**config.mk**
```make
export PLATFORM = sky130hd
export DESIGN_NAME = branch_target_table
export DESIGN_NICKNAME = d
export VERILOG_FILES = /design/src/rtl/branch_target_table.sv
export SDC_FILE = /design/constraint.sdc
export NUM_CORES = 1
export LEC_CHECK = 0
export CORE_MARGIN = 3
export CORE_UTILIZATION = 60
export CTS_CLUSTER_SIZE = 8
export DETAILED_ROUTE_END_ITERATION = 10
export PLACE_DENSITY = 0.77
export SYNTH_ARGS = -nofsm -noshare
export SYNTH_HDL_FRONTEND = slang
export SYNTH_SLANG_ARGS = --single-unit
```
**constraint.sdc**
```tcl
create_clock -name clk -period 6.1 [get_ports clk]
set_input_delay 1.22 -clock clk [delete_from_list [all_inputs] [get_ports clk]]
set_output_delay 1.22 -clock clk [all_outputs]
set_load 0.02 [all_outputs]
```
**src/rtl/branch_target_table.sv**
```systemverilog
// Branch target table: writable label -> target PC map with per-entry valid
// bits, registered single-cycle lookups, and a sequential whole-table clear
// that sweeps one entry per cycle.
module branch_target_table #(
    parameter int              LABEL_W    = 8,
    parameter int              PC_W       = 12,
    parameter int              DEPTH      = 64,
    parameter logic [PC_W-1:0] DEFAULT_PC = {PC_W{1'b0}}
) (
    input  logic                       clk,
    input  logic                       rst_n,
    input  logic                       clear_req,
    output logic                       busy,
    input  logic                       wr_en,
    input  logic [LABEL_W-1:0]         wr_label,
    input  logic [PC_W-1:0]            wr_pc,
    output logic                       wr_err,
    input  logic                       rd_en,
    input  logic [LABEL_W-1:0]         rd_label,
    output logic                       rd_ready,
    output logic                       rsp_valid,
    output logic                       rsp_hit,
    output logic [PC_W-1:0]            rsp_pc,
    output logic [$clog2(DEPTH+1)-1:0] entry_count
);

    localparam int               IDX_W    = (DEPTH > 1) ? $clog2(DEPTH) : 1;
    localparam int               CNT_W    = $clog2(DEPTH + 1);
    localparam logic [LABEL_W:0] DEPTH_V  = (LABEL_W + 1)'(DEPTH);
    localparam logic [IDX_W-1:0] LAST_IDX = IDX_W'(DEPTH - 1);

    typedef enum logic [0:0] {
        ST_CLEAR = 1'b0,
        ST_READY = 1'b1
    } state_e;

    state_e            state_q, state_d;
    logic [IDX_W-1:0]  clr_idx_q, clr_idx_d;
    logic [DEPTH-1:0]  valid_q, valid_d;
    logic [PC_W-1:0]   pc_mem_q [DEPTH];
    logic [CNT_W-1:0]  cnt_q, cnt_d;
    logic              rsp_valid_q, rsp_valid_d;
    logic              rsp_hit_q, rsp_hit_d;
    logic [PC_W-1:0]   rsp_pc_q, rsp_pc_d;
    logic              wr_err_q, wr_err_d;

    logic              wr_in_range_s, rd_in_range_s;
    logic              wr_ok_s, rd_acc_s;
    logic [IDX_W-1:0]  wr_idx_s, rd_idx_s;
    logic              rd_hit_s;
    logic [PC_W-1:0]   rd_pc_s;

    assign wr_in_range_s = ({1'b0, wr_label} < DEPTH_V);
    assign rd_in_range_s = ({1'b0, rd_label} < DEPTH_V);
    assign wr_idx_s      = wr_label[IDX_W-1:0];
    assign rd_idx_s      = rd_label[IDX_W-1:0];
    // A clear request in the same cycle wins over a write.
    assign wr_ok_s       = wr_en && (state_q == ST_READY) && !clear_req && wr_in_range_s;
    assign rd_acc_s      = rd_en && (state_q == ST_READY);

    // Lookup result with write-first bypass for a same-cycle write to the same label.
    always_comb begin
        rd_hit_s = 1'b0;
        rd_pc_s  = DEFAULT_PC;
        if (!rd_in_range_s) begin
            rd_hit_s = 1'b0;
            rd_pc_s  = DEFAULT_PC;
        end else if (wr_ok_s && (wr_idx_s == rd_idx_s)) begin
            rd_hit_s = 1'b1;
            rd_pc_s  = wr_pc;
        end else if (valid_q[rd_idx_s]) begin
            rd_hit_s = 1'b1;
            rd_pc_s  = pc_mem_q[rd_idx_s];
        end else begin
            rd_hit_s = 1'b0;
            rd_pc_s  = DEFAULT_PC;
        end
    end

    // Next-state logic: FSM, clear sweep, valid bits and entry count.
    always_comb begin
        state_d   = state_q;
        clr_idx_d = clr_idx_q;
        valid_d   = valid_q;
        cnt_d     = cnt_q;
        case (state_q)
            ST_CLEAR: begin
                valid_d[clr_idx_q] = 1'b0;
                if (clear_req) begin
                    clr_idx_d = {IDX_W{1'b0}};
                end else if (clr_idx_q == LAST_IDX) begin
                    state_d   = ST_READY;
                    clr_idx_d = {IDX_W{1'b0}};
                end else begin
                    clr_idx_d = clr_idx_q + IDX_W'(1);
                end
            end
            ST_READY: begin
                if (clear_req) begin
                    state_d   = ST_CLEAR;
                    clr_idx_d = {IDX_W{1'b0}};
                    cnt_d     = {CNT_W{1'b0}};
                end else if (wr_ok_s) begin
                    valid_d[wr_idx_s] = 1'b1;
                    if (!valid_q[wr_idx_s]) begin
                        cnt_d = cnt_q + CNT_W'(1);
                    end else begin
                        cnt_d = cnt_q;
                    end
                end else begin
                    state_d = ST_READY;
                end
            end
            default: begin
                state_d   = ST_CLEAR;
                clr_idx_d = {IDX_W{1'b0}};
                cnt_d     = {CNT_W{1'b0}};
            end
        endcase
    end

    // Response and write-error next values; response fields hold when idle.
    always_comb begin
        rsp_valid_d = rd_acc_s;
        rsp_hit_d   = rsp_hit_q;
        rsp_pc_d    = rsp_pc_q;
        wr_err_d    = wr_en && !wr_ok_s;
        if (rd_acc_s) begin
            rsp_hit_d = rd_hit_s;
            rsp_pc_d  = rd_pc_s;
        end else begin
            rsp_hit_d = rsp_hit_q;
            rsp_pc_d  = rsp_pc_q;
        end
    end

    // Control, valid and response registers with asynchronous reset.
    always_ff @(posedge clk or negedge rst_n) begin
        if (!rst_n) begin
            state_q     <= ST_CLEAR;
            clr_idx_q   <= {IDX_W{1'b0}};
            valid_q     <= {DEPTH{1'b0}};
            cnt_q       <= {CNT_W{1'b0}};
            rsp_valid_q <= 1'b0;
            rsp_hit_q   <= 1'b0;
            rsp_pc_q    <= DEFAULT_PC;
            wr_err_q    <= 1'b0;
        end else begin
            state_q     <= state_d;
            clr_idx_q   <= clr_idx_d;
            valid_q     <= valid_d;
            cnt_q       <= cnt_d;
            rsp_valid_q <= rsp_valid_d;
            rsp_hit_q   <= rsp_hit_d;
            rsp_pc_q    <= rsp_pc_d;
            wr_err_q    <= wr_err_d;
        end
    end

    // Target PC storage; contents are qualified by the valid bits, so no reset.
    always_ff @(posedge clk) begin
        if (wr_ok_s) begin
            pc_mem_q[wr_idx_s] <= wr_pc;
        end
    end

    assign busy        = (state_q == ST_CLEAR);
    assign rd_ready    = (state_q == ST_READY);
    assign rsp_valid   = rsp_valid_q;
    assign rsp_hit     = rsp_hit_q;
    assign rsp_pc      = rsp_pc_q;
    assign wr_err      = wr_err_q;
    assign entry_count = cnt_q;

endmodule

```
# ---- Yosys cells after proc, flatten, opt, wreduce, memory -nomap -nowiden
# Memory sizes are Yosys's and may differ from the RTL's.
# Cells that the tools add are included.
dict set report op_classes {
  n_lt_le_gt_ge 7
  bitwise_logic 4
  muxes 30
  addsub 2
  reduce_logical 13
  n_eq_ne 6
}
# cell n
set op_table {}
lappend op_table {{$mux W64} 2}
lappend op_table {{$pmux W64 S2} 1}
lappend op_table {{$and A64 B64 Y64} 1}
lappend op_table {{$not A64 Y64} 1}
lappend op_table {{$or A64 B64 Y64} 1}
lappend op_table {{$mux W12} 3}
lappend op_table {{$lt A6 B7 Y1 const B} 3}
lappend op_table {{$mux W7} 3}
lappend op_table {{$mux W6} 3}
lappend op_table {{$lt A8 B7 Y1 const B} 2}
lappend op_table {{$bmux W1 S6} 2}
lappend op_table {{$demux W1 S6} 2}
lappend op_table {{$ge A6 B1 Y1 const B} 2}
lappend op_table {{$mux W1} 12}
lappend op_table {{$pmux W6 S2} 1}
lappend op_table {{$logic_and A1 B1 Y1} 8}
lappend op_table {{$add A7 B1 Y7 const B} 1}
lappend op_table {{$add A6 B1 Y6 const B} 1}
lappend op_table {{$eq A6 B6 Y1} 1}
lappend op_table {{$eq A6 B6 Y1 const B} 1}
lappend op_table {{$ne A2 B2 Y1 const B} 3}
lappend op_table {{$reduce_and A3 Y1} 1}
lappend op_table {{$logic_not A1 Y1} 2}
lappend op_table {{$ne A2 B1 Y1 const B} 1}
lappend op_table {{other kinds (4)} 4}
dict set report totals {
  regBits 93
  word_cells 71
  ram_bits 768
  input_bits 33
  n_memories 1
  out_inout_bits 24
}
# memory depth word_bits rd rd_ports_with_merged_regs wr line_no
set memory_table {}
lappend memory_table {pc_mem_q 64 12 1 0 1 40} ;# logic [PC_W-1:0] pc_mem_q [DEPTH];

# ---- Logic depth before layout (Yosys ltp)
dict set report depth {
  ltp_word 8
  mapped_depth 11
  depth_no_buf 7
}

# ---- Worst setup path after synthesis
# Ideal clock, no wire load.
dict set report synth_path {
  path_kind {input-to-reg}
  start {input wr_label[1]}
  end {memory pc_mem_q[13][0], enable pin}
  arrival_ns 2.995
  path_stages 7
  path_buffers 5
  required_time_ns 5.720
  setup_slack_ns 2.725
  setup_time_ns 0.380
  cell_sequence {buf_4 -> buf_2 -> clkbuf_1 -> or3_1 -> clkbuf_1 -> clkbuf_1 -> nor2_1}
}
dict set report synth_via {
  elab_chain_len 4
}
# item line_no
set synth_rtl {}
lappend synth_rtl {{start, declared} 15} ;# input logic [LABEL_W-1:0] wr_label,
lappend synth_rtl {{$lt A8 B7 Y1} 53} ;# assign wr_in_range_s = ({1'b0, wr_label} < DEPTH_V);
lappend synth_rtl {{$logic_and A1 B1 Y1} 58} ;# assign wr_ok_s = wr_en && (state_q == ST_READY) && !clear_req && wr_in_range_s;
lappend synth_rtl {{$mux W1} 162} ;# if (wr_ok_s) begin
lappend synth_rtl {{$mux W1 (not written as such)} 163} ;# pc_mem_q[wr_idx_s] <= wr_pc;
lappend synth_rtl {{end, declared} 40}
# Several ways; a longest one is shown, not always the timed one.

# ---- Final worst setup path
dict set report layout_path {
  start {input wr_label[0]}
  end {memory pc_mem_q[38][2], enable pin}
}
# Same word-level chain as after synthesis.

==> out/results.tsv <==
metric	value	unit
status	finished clean	
cts_resized	0	
hold_violations	0	
path_class	in2reg	
die_height	246	µm
p_leak	12.8	nW
vdd_ir_drop_max	0.000311	V
ioPinCount	57	
dr.pass1.iters	6	
synthArstFlopShare	10.8	%
vias	19100	
dpl.hpwl	48400	µm
end_kind	flip-flop	
dpl_cell_area	36100	µm²
rsz0062_at_grt	no	
drtIter0Drc	2605	
yosysSeqAreaShare	73.4	%
ys.warnings.count	0	
cap_viol_max_count	0	
synth_area_leaders	edfxtp_1, mux4_2, dfrtp_1	
finClkSkew	34.0	ps
synth.largest_area_cell	edfxtp_1	
tns	0	ps
portBuffers	56	
drv_slew	0	
crit_fanout	22	
core_area	56700	µm²
final_util	69.2	%
rr_worst_depth	5	
drtAntennaViolNets	0	
htree_levels	3	
crit_start	wr_label[0]	
final_cells	2702	
grt_overflow	0	
yosys-top-cells-count	edfxtp_1, mux4_2, o21ai_0	
dp.cells	2548	
antenna_found_initial	1	
grt_pass1_wl	129000	µm
synth_top_cell_area_share	66.6	%
avgSynthCellArea	19.6	µm²
die_w	246	µm
wl_per_cell	31.8	µm
avgViaCountPerCell	7.06	
cp.required	6360	ps
cellPowerDensity	326	nW/µm²
root_buffer	clkbuf_16	
clk_transition_reported_paths	50	ps
syn2layout_area_growth	13.4	%
grt_max_degree	88	
insertion_delay	650	ps
r2r-end	pc_mem_q[48][0]	
tightestPinTransition	1260	ps
synth_ff_type	edfxtp_1	
setup_viol	0	
cts.sinks	861	
synth-edff-count	768	
initial_core_util	61.0	%
cp.arrival	4460	ps
cts_inserted_buffers	117	
period_needed	4190	ps
fmax	0.239	GHz
gp_congestion	0.925	
ctsHoldBuffers	0	
synth.distinct_cells	59	
slew_headroom	15.6	%
routed_wl	85900	µm
postCtsSetupBuffers	0	
cts_buffer_depth	3	
die_area	60600	µm²
cts_tree	yes	
hp-class	in2async	
power	12.8	mW
synth_cells	1762	
grt.total_usage	29.2	%
post-synth-top-count-cell	edfxtp_1	
syn-num-nets	1797	
grt_pass1_vias	19300	
timing.rr.start	rd_ready	
fin_crit_sh	68.7	%
drc	0	
fin_area	39200	µm²
synth.ff_latch_count	861	
cp-start-kind	input pin	
synth_area	34600	µm²
r2r_setup_slack	2490	ps
fin_nets	1946	
std_cell_rows	87	
drive_gt1_share	22.0	%
==> report_power, final <==
group / internal, mW / leakage (nW) / switching [mW]
clock: 3.43 / 1.52 / 2.24
sequential: 6.46 / 7.91 / 0.0212
combinational: 0.236 / 3.33 / 0.424
total: 10.1 / 12.8 / 2.69
==> through the flow <==
stage | hold WS (ps) | setup slack (ps)
6_report | 499 | 1910
3_3_place_gp | 481 | 1440
2_1_floorplan | 472 | 2720
3_5_place_dp | 499 | 1260
4_1_cts | 492 | 1940
5_1_grt | 508 | 1660
==> routing by layer <==
| layer | global-route usage, % | part of all wire, % | vias to the layer above |
|---|---|---|---|
| met5 | 0 | 0.014 | - |
| met4 | 12.4 | 4.0 | 2 |
| met3 | 5.99 | 10 | 229 |
| met2 | 45.2 | 48 | 1388 |
| met1 | 41.3 | 38 | 9842 |
| li1 | - | - | 7619 |
==> worst max-delay path by stage <==
stage                      endpoint  cells after the start
floorplan           pc_mem_q[13][0]                      7
global placement    pc_mem_q[51][0]                      3
detailed placement  pc_mem_q[51][0]                      3
CTS                 pc_mem_q[51][0]                      3
global route        pc_mem_q[51][2]                      3
finish              pc_mem_q[38][2]                      5
==> flip-flops by register name, indices dropped and copies added, names as in the netlist <==
register and cells:
rsp_valid 1, clr_idx_q 6, pc_mem_q 768, valid_q 64, rsp_hit 1, rd_ready 1
wr_err 1, entry_count 7, rsp_pc 12
==> critical path, cell delays in order <==
cell and delay [ps]:
clkdlybuf4s50_1 930, nor2b_1 450, nand2_1 510, buf_4 430, nor2_1 900
==> logic make-up (layout without fill, tap and decap cells) <==
family | Yosys count | after routing | share of synthesized area, %
AO/OA/AOI/OAI | 325 | 325 | 6.62
adder cells (fa/ha/maj) | 2 | 2 | 0.0723
buffers and inverters | 118 | 301 | 1.93
XOR/XNOR | 9 | 9 | 0.228
multiplexers | 244 | 244 | 15.0
flip-flops | 861 | 861 | 73.4
AND/OR/NAND/NOR | 203 | 203 | 2.78
other | 0 | 1 | 0
==> layout make-up <==
cell class | instances | area [µm²]
clock inverter | 5 | 62.6
multi-input combinational | 783 | 8580
inverter | 5 | 18.8
antenna | 1 | 2.50
timing repair buffer | 143 | 1190
sequential | 861 | 25400
clock buffer | 148 | 3070
fill | 3330 | 17500
tap | 756 | 946
==> cells in the final DEF, fill, tap and decap left out, drive strengths merged, types with 2 or more instances in the layout <==
| cell type | count |
|---|---|
| edfxtp | 768 |
| mux4 | 209 |
| o21ai | 149 |
| clkbuf | 148 |
| buf | 102 |
| dfrtp | 93 |
| nor2 | 82 |
| a22o | 51 |
| a221oi | 49 |
| clkdlybuf4s50 | 41 |
| nand2 | 39 |
| mux2i | 33 |
| o22ai | 24 |
| nand3 | 20 |
| a22oi | 18 |
| nor2b | 15 |
| nand2b | 14 |
| a21oi | 13 |
| xor2 | 7 |
| nand3b | 7 |
| or3 | 6 |
| inv | 6 |
| and2 | 5 |
| and3 | 4 |
| clkinv | 4 |
| o31ai | 3 |
| o22a | 3 |
| and4 | 3 |
| nand4 | 3 |
| xnor2 | 2 |
| mux2 | 2 |
| a31oi | 2 |
| ha | 2 |
Note: power is estimated with default switching activity, not from simulation.
